### src/rtl/adc_polling_rx.sv
// adc_polling_rx: SPI master that sweeps an 8-channel 12-bit serial ADC
// (ADC128S022-style). It keeps one result per channel in a register bank.
// SCLK comes from a clock-enable divider on clk_core. The address sent in
// frame k selects the sample returned in frame k+1, so a sweep is N_CH+1
// frames long and the last frame carries a dummy address 0.
// Ports:
//   clk_core, rst_n   core clock, asynchronous active-low reset
//   en                sweep request (sampled in IDLE and at the end of a sweep)
//   miso              ADC serial data out
//   sclk, mosi, cs_n  SPI bus (sclk idles high, cs_n active low)
//   data_out          result bank, slot i at [i*DATA_W +: DATA_W]
//   valid, ch         one-cycle slot-write strobe and the slot index
//   sweep_done        one-cycle pulse on the write of the last slot
//   busy              high from sweep start until the final gap ends
module adc_polling_rx #(
   parameter int unsigned CLK_DIV   = 14,
   parameter int unsigned N_CH      = 8,
   parameter int unsigned FRAME_LEN = 16,
   parameter int unsigned DATA_W    = 12,
   parameter int unsigned GAP       = 4
) (
   input  logic                   clk_core,
   input  logic                   rst_n,
   input  logic                   en,
   input  logic                   miso,
   output logic                   sclk,
   output logic                   mosi,
   output logic                   cs_n,
   output logic [N_CH*DATA_W-1:0] data_out,
   output logic                   valid,
   output logic [2:0]             ch,
   output logic                   sweep_done,
   output logic                   busy
);

   localparam int unsigned CNT_W = $clog2(CLK_DIV + 1);
   localparam int unsigned HP_W  = $clog2(2 * FRAME_LEN + 1);
   localparam int unsigned GAP_W = $clog2(GAP + 1);
   localparam int unsigned K_W   = $clog2(N_CH + 1);

   typedef enum logic [2:0] {S_IDLE, S_START, S_SHIFT, S_STOP, S_GAP} state_t;

   state_t                   state, state_nxt;
   logic [CNT_W-1:0]         cnt, cnt_nxt;
   logic [HP_W-1:0]          hp, hp_nxt;
   logic [GAP_W-1:0]         gap, gap_nxt;
   logic [K_W-1:0]           k, k_nxt;
   logic [FRAME_LEN-1:0]     tx, tx_nxt;
   logic [FRAME_LEN-1:0]     shift, shift_nxt;
   logic                     sclk_nxt, mosi_nxt, cs_n_nxt, busy_nxt;
   logic                     valid_nxt, done_nxt;
   logic [2:0]               ch_nxt;
   logic [N_CH*DATA_W-1:0]   data_nxt;
   logic                     tc, hp_last, gap_last, last_frame;

   assign tc         = (cnt == '0);
   assign hp_last    = (hp == HP_W'(2 * FRAME_LEN - 1));
   assign gap_last   = (gap == GAP_W'(GAP - 1));
   assign last_frame = (k == K_W'(N_CH));

   // Control word {2'b00, addr, zeros}; the last frame of a sweep sends address 0
   function automatic logic [FRAME_LEN-1:0] ctrl_word(input logic [K_W-1:0] idx);
      logic [FRAME_LEN-1:0] w;
      logic [2:0]           a;
      a = (idx == K_W'(N_CH)) ? 3'd0 : 3'(idx);
      w = '0;
      w[FRAME_LEN-3 -: 3] = a;
      return w;
   endfunction

   // State register
   always_ff @(posedge clk_core or negedge rst_n) begin
      if (!rst_n) state <= S_IDLE;
      else        state <= state_nxt;
   end

   // Next-state logic; every advance outside IDLE waits for the half-period terminal count
   always_comb begin
      state_nxt = state;
      case (state)
         S_IDLE:  if (en) state_nxt = S_START;
         S_START: if (tc) state_nxt = S_SHIFT;
         S_SHIFT: if (tc && hp_last) state_nxt = S_STOP;
         S_STOP:  if (tc) state_nxt = S_GAP;
         S_GAP: begin
            if (tc && gap_last) begin
               if (!last_frame || en) state_nxt = S_START;
               else                   state_nxt = S_IDLE;
            end
         end
         default: state_nxt = S_IDLE;
      endcase
   end

   // Output and datapath next values
   always_comb begin
      cnt_nxt   = (state == S_IDLE || tc) ? CNT_W'(CLK_DIV - 1) : CNT_W'(cnt - CNT_W'(1));
      hp_nxt    = hp;
      gap_nxt   = gap;
      k_nxt     = k;
      tx_nxt    = tx;
      shift_nxt = shift;
      sclk_nxt  = sclk;
      mosi_nxt  = mosi;
      cs_n_nxt  = cs_n;
      busy_nxt  = busy;
      data_nxt  = data_out;
      ch_nxt    = ch;
      valid_nxt = 1'b0;
      done_nxt  = 1'b0;
      case (state)
         S_IDLE: begin
            if (en) begin
               k_nxt    = '0;
               tx_nxt   = ctrl_word(K_W'(0));
               mosi_nxt = tx_nxt[FRAME_LEN-1];
               cs_n_nxt = 1'b0;
               busy_nxt = 1'b1;
            end
         end
         S_START: begin
            // First falling edge re-drives the word MSB
            if (tc) begin
               sclk_nxt = 1'b0;
               hp_nxt   = '0;
               mosi_nxt = tx[FRAME_LEN-1];
            end
         end
         S_SHIFT: begin
            if (tc) begin
               hp_nxt = HP_W'(hp + HP_W'(1));
               if (!hp[0]) begin
                  sclk_nxt  = 1'b1;
                  shift_nxt = FRAME_LEN'({shift, miso});
               end else if (!hp_last) begin
                  sclk_nxt = 1'b0;
                  tx_nxt   = tx << 1;
                  mosi_nxt = tx[FRAME_LEN-2];
               end
            end
         end
         S_STOP: begin
            // Frame k returns the sample addressed in frame k-1; frame 0 is discarded
            if (tc) begin
               cs_n_nxt = 1'b1;
               mosi_nxt = 1'b0;
               gap_nxt  = '0;
               if (k != '0) begin
                  valid_nxt = 1'b1;
                  done_nxt  = last_frame;
                  ch_nxt    = 3'(k - K_W'(1));
                  for (int i = 0; i < int'(N_CH); i++) begin
                     if (k == K_W'(i + 1)) data_nxt[i*DATA_W +: DATA_W] = shift[DATA_W-1:0];
                  end
               end
            end
         end
         S_GAP: begin
            if (tc) begin
               gap_nxt = GAP_W'(gap + GAP_W'(1));
               if (gap_last) begin
                  if (!last_frame || en) begin
                     k_nxt    = last_frame ? K_W'(0) : K_W'(k + K_W'(1));
                     tx_nxt   = ctrl_word(k_nxt);
                     mosi_nxt = tx_nxt[FRAME_LEN-1];
                     cs_n_nxt = 1'b0;
                  end else begin
                     k_nxt    = '0;
                     busy_nxt = 1'b0;
                  end
               end
            end
         end
         default: ;
      endcase
   end

   // Registered datapath and outputs
   always_ff @(posedge clk_core or negedge rst_n) begin
      if (!rst_n) begin
         cnt        <= CNT_W'(CLK_DIV - 1);
         hp         <= '0;
         gap        <= '0;
         k          <= '0;
         tx         <= '0;
         shift      <= '0;
         sclk       <= 1'b1;
         mosi       <= 1'b0;
         cs_n       <= 1'b1;
         busy       <= 1'b0;
         data_out   <= '0;
         ch         <= 3'd0;
         valid      <= 1'b0;
         sweep_done <= 1'b0;
      end else begin
         cnt        <= cnt_nxt;
         hp         <= hp_nxt;
         gap        <= gap_nxt;
         k          <= k_nxt;
         tx         <= tx_nxt;
         shift      <= shift_nxt;
         sclk       <= sclk_nxt;
         mosi       <= mosi_nxt;
         cs_n       <= cs_n_nxt;
         busy       <= busy_nxt;
         data_out   <= data_nxt;
         ch         <= ch_nxt;
         valid      <= valid_nxt;
         sweep_done <= done_nxt;
      end
   end

endmodule

### config.mk
export PLATFORM = sky130hd
export DESIGN_NAME = adc_polling_rx
export DESIGN_NICKNAME = d
export VERILOG_FILES = /design/src/rtl/adc_polling_rx.sv
export SDC_FILE = /design/constraint.sdc
export NUM_CORES = 1
export LEC_CHECK = 0
export BUFFER_PORTS_ARGS = -buffer_cell sky130_fd_sc_hd__buf_2
export CORE_UTILIZATION = 34
export CTS_BUF_LIST = sky130_fd_sc_hd__clkbuf_4
export DETAILED_ROUTE_END_ITERATION = 16
export PLACE_DENSITY = 0.51
export SYNTH_ARGS = -nofsm -noshare
export SYNTH_HDL_FRONTEND = slang
export SYNTH_SLANG_ARGS = --single-unit
### constraint.sdc
create_clock -name clk_core -period 5.1 [get_ports clk_core]
set_input_delay 0 -clock clk_core [delete_from_list [all_inputs] [get_ports clk_core]]
set_output_delay 0 -clock clk_core [all_outputs]
set_load 0.01 [all_outputs]
==> flow_summary.json <==
{
  "gp_congestion": 0.758,
  "yosysSeqAreaShare_pct": 57.0,
  "drive_above_1_share_pct": 39.2,
  "critPathCaptureType": "flip-flop",
  "clk_pin_slew_worst_paths_ps": 130,
  "die_h_um": 138,
  "synth_edf_count": 0,
  "rows": 49,
  "yosysWarningCount": 0,
  "fin_nets": 547,
  "syn_avg_cell_area_um2": 14.4,
  "cts_resized": 0,
  "ys.flop_type": "dfrtp_1",
  "hold_violations": 0,
  "first_iter_violations": 175,
  "p_seq_share_pct": 57.0,
  "synthCells": 434,
  "leakage_nw": 3.98,
  "tns_ps": 0,
  "hpwl_um": 9410,
  "die_w_um": 138,
  "p_clk_share_pct": 41.5,
  "wl_per_cell_um": 18.1,
  "clock.fmax_mhz": 320,
  "r2r_end": "data_out[68]$_DFFE_PN0P_",
  "vdd_drop_max_v": 0.000132,
  "pre_cts_ws_ps": 1980,
  "cts_tree": "done",
  "status": "finished, final reports clean",
  "finalMaxSlewViolations": 0,
  "swShare_pct": 22.5,
  "r2r_slack_ps": 1970,
  "drc": 0,
  "grt_remaining_overflow": 0,
  "reg2reg_from": "cnt[1]$_DFF_PN0_",
  "rsz0062_at_grt": "no",
  "area_growth_pct": 16.4,
  "routed_wl_um": 14100,
  "syn_nets": 446,
  "synth_cell_types": 55,
  "setup.worst_path.class": "flip-flop to flip-flop",
  "power_frac_comb_pct": 1.4,
  "cts_num_sinks": 142,
  "crit_fanout": 15,
  "worst_ep_arrival_time_ps": 3540,
  "antenna_found_initial": 0,
  "io_pins": 109,
  "routed_via_density": 4.89,
  "ctsHoldBuffers": 3,
  "track_usage_pct": 15.8,
  "fin_cells": 777,
  "synth_top_cell_area_share_pct": 54.9,
  "portBuffers": 108,
  "async_flop_share_pct": 100,
  "setup_violations": 0,
  "cts_setup_buffers": 0,
  "worst_pin_slew_ps": 945,
  "grt_pass1_vias": 3828,
  "finalCritPeriodShare_pct": 61.3,
  "period_minus_slack_ps": 3130,
  "hold_class": "primary input to async pin",
  "synth_seq_cells": 142,
  "firstDrtPassIters": 4,
  "synth_area_leaders": "dfrtp_1 (55%), mux2_1 (11%), mux2_4 (9.1%), mux2_2 (3.1%), dfstp_2 (2.1%)",
  "maxCapViolCount": 0,
  "syn_area_um2": 6250,
  "internal_power_mw": 1.53,
  "antennaDiodeCount": 0,
  "finalWorstSetupSlack_ps": 1970,
  "clock-root-buffer": "clkbuf_4",
  "relSlewSlack_pct": 37.0,
  "fin_skew_ps": 22.2,
  "p_switching_mw": 0.446,
  "cp.required_ps": 5510,
  "dp_cells": 742,
  "grt_start_max_net_pins": 97,
  "fill_cells": 1720,
  "cp-start-kind": "flip-flop",
  "start_util_pct": 34.8,
  "clockBufferDepth": 2,
  "rr_worst_depth": 6,
  "htreeDepth": 4,
  "vias": 3801,
  "ant_nets": 0,
  "dieArea_um2": 18900,
  "cts_made_buffers": 17,
  "core_um2": 18000,
  "p_per_area_nw_per_um2": 272,
  "insertion_delay_ps": 540,
  "grt_pass1_wl_um": 22000,
  "yosysTopAreaCell": "dfrtp_1"
}
==> cell families after synthesis <==
kind of cell    count (synthesis)  synth area share [%]
mux                           119                  23.6
simple gates                   79                  8.63
flops                         142                  57.0
buf+inv                        42                  3.60
xor+xnor                        9                  1.26
compound gates                 35                  4.29
fa+ha+maj                       8                  1.60
==> placed cells by master (no fill, tap or decap), types with 2 or more instances in the layout <==
cell,netlist,layout
inv_1,12,12
nor2_2,1,2
a21o_1,2,2
a211oi_1,2,2
nor3_1,5,5
nand2_1,14,14
ha_1,8,8
o31ai_1,2,2
buf_2,3,107
clkbuf_4,0,19
xor2_1,6,6
xnor2_1,3,3
dlygate4sd3_1,0,3
a221oi_1,2,2
mux2_1,60,60
dfstp_2,5,5
clkinv_4,0,2
nand3_1,9,9
inv_6,0,2
nand4b_4,5,5
nand4_1,2,2
a21oi_1,5,5
clkinvlp_4,0,3
nor2_1,20,19
nand3_2,2,2
bufinv_16,0,4
mux2_4,38,38
o21ai_0,7,7
and3_1,4,4
a32o_1,2,2
nor2b_1,2,2
dfrtp_1,137,137
nand3b_1,5,5
mux2i_1,4,4
mux2_2,17,17
nor3b_4,2,2
==> layer usage <==
| metal | wire length, µm | share of wire (%) | global-route usage (%) | vias up |
|---|---|---|---|---|
| met5 | 0 | 0 | 0 | - |
| li1 | - | - | - | 1745 |
| met2 | 6580 | 47 | 24.8 | 91 |
| met4 | 211 | 1.5 | 5.01 | 0 |
| met1 | 6580 | 47 | 20.9 | 1950 |
| met3 | 733 | 5.2 | 4.45 | 15 |
==> cell type report <==
cell class	instances	area (µm²)	share of cell area, %
inverters	12	45.0	0.620
clock inverters	13	186	2.56
well taps	229	287	3.94
multi-input cells	250	2470	33.9
clock buffers	19	143	1.96
repair buffers	112	584	8.04
flip-flops and latches	142	3560	49.0
==> power groups by stage <==
stage               sequential (mW)  clock [mW]  combinational [mW]
global route                   1.13       0.898              0.0345
CTS                            1.13       0.854              0.0311
finish                         1.13       0.822              0.0286
global placement               1.15           0              0.0284
floorplan                      1.15           0             0.00353
detailed placement             1.15           0              0.0293
==> worst max-delay path, cell delays in order (launching register included) <==
cell and delay, ps:
dfrtp_1 390, inv_1 60, ha_1 220, nor3b_4 570, and3_1 700, nand3_2 570
mux2_1 480
==> stage by stage <==
| step | total power, mW | cell area [µm²] | hold WS, ps | utilization [%] |
|---|---|---|---|---|
| floorplan | 1.15 | 6250 | -296 | - |
| global placement | 1.18 | 6910 | 161 | 38.5 |
| detailed placement | 1.18 | 6910 | 171 | 38.5 |
| CTS | 2.01 | 7270 | 114 | 40.5 |
| global route | 2.06 | 7270 | 154 | 40.5 |
| finish | 1.98 | 7270 | 112 | 40.5 |
==> worst max path at each step <==
stage | endpoint | cells past startpoint | start
after floorplan | tx[11]$_DFFE_PN0P_ | 6 | k[0]$_DFFE_PN0P_
after global placement | data_out[60]$_DFFE_PN0P_ | 6 | cnt[1]$_DFF_PN0_
after detailed placement | data_out[60]$_DFFE_PN0P_ | 6 | cnt[1]$_DFF_PN0_
after CTS | data_out[68]$_DFFE_PN0P_ | 6 | cnt[1]$_DFF_PN0_
after global routing | data_out[68]$_DFFE_PN0P_ | 6 | cnt[1]$_DFF_PN0_
final | data_out[68]$_DFFE_PN0P_ | 6 | cnt[1]$_DFF_PN0_
==> registers in the layout (all words and copies together) (netlist names), 3 cells and up <==
signal / flops
gap: 3
state: 3
hp: 6
shift: 12
tx: 5
data_out: 96
k: 4
ch: 3
cnt: 4
==> Yosys cell counts (2+ instances only) <==
cell and number:
nand3_1 9, o31ai_1 2, dfstp_2 5, buf_1 12, nand4b_4 5, xnor2_1 3
a32o_1 2, nand3_2 2, mux2_4 38, ha_1 8, nand2_1 14, dfrtp_1 137
o21ai_0 7, mux2_1 60, a21oi_1 5, buf_6 7, and3_1 4, clkbuf_1 5
a21o_1 2, mux2i_1 4, nor2_1 20, inv_1 12, buf_4 3, nand4_1 2
nor3b_4 2, mux2_2 17, nor3_1 5, nand3b_1 5, a221oi_1 2, buf_2 3
a211oi_1 2, nor2b_1 2, xor2_1 6
(Power assumes the default switching activity.)
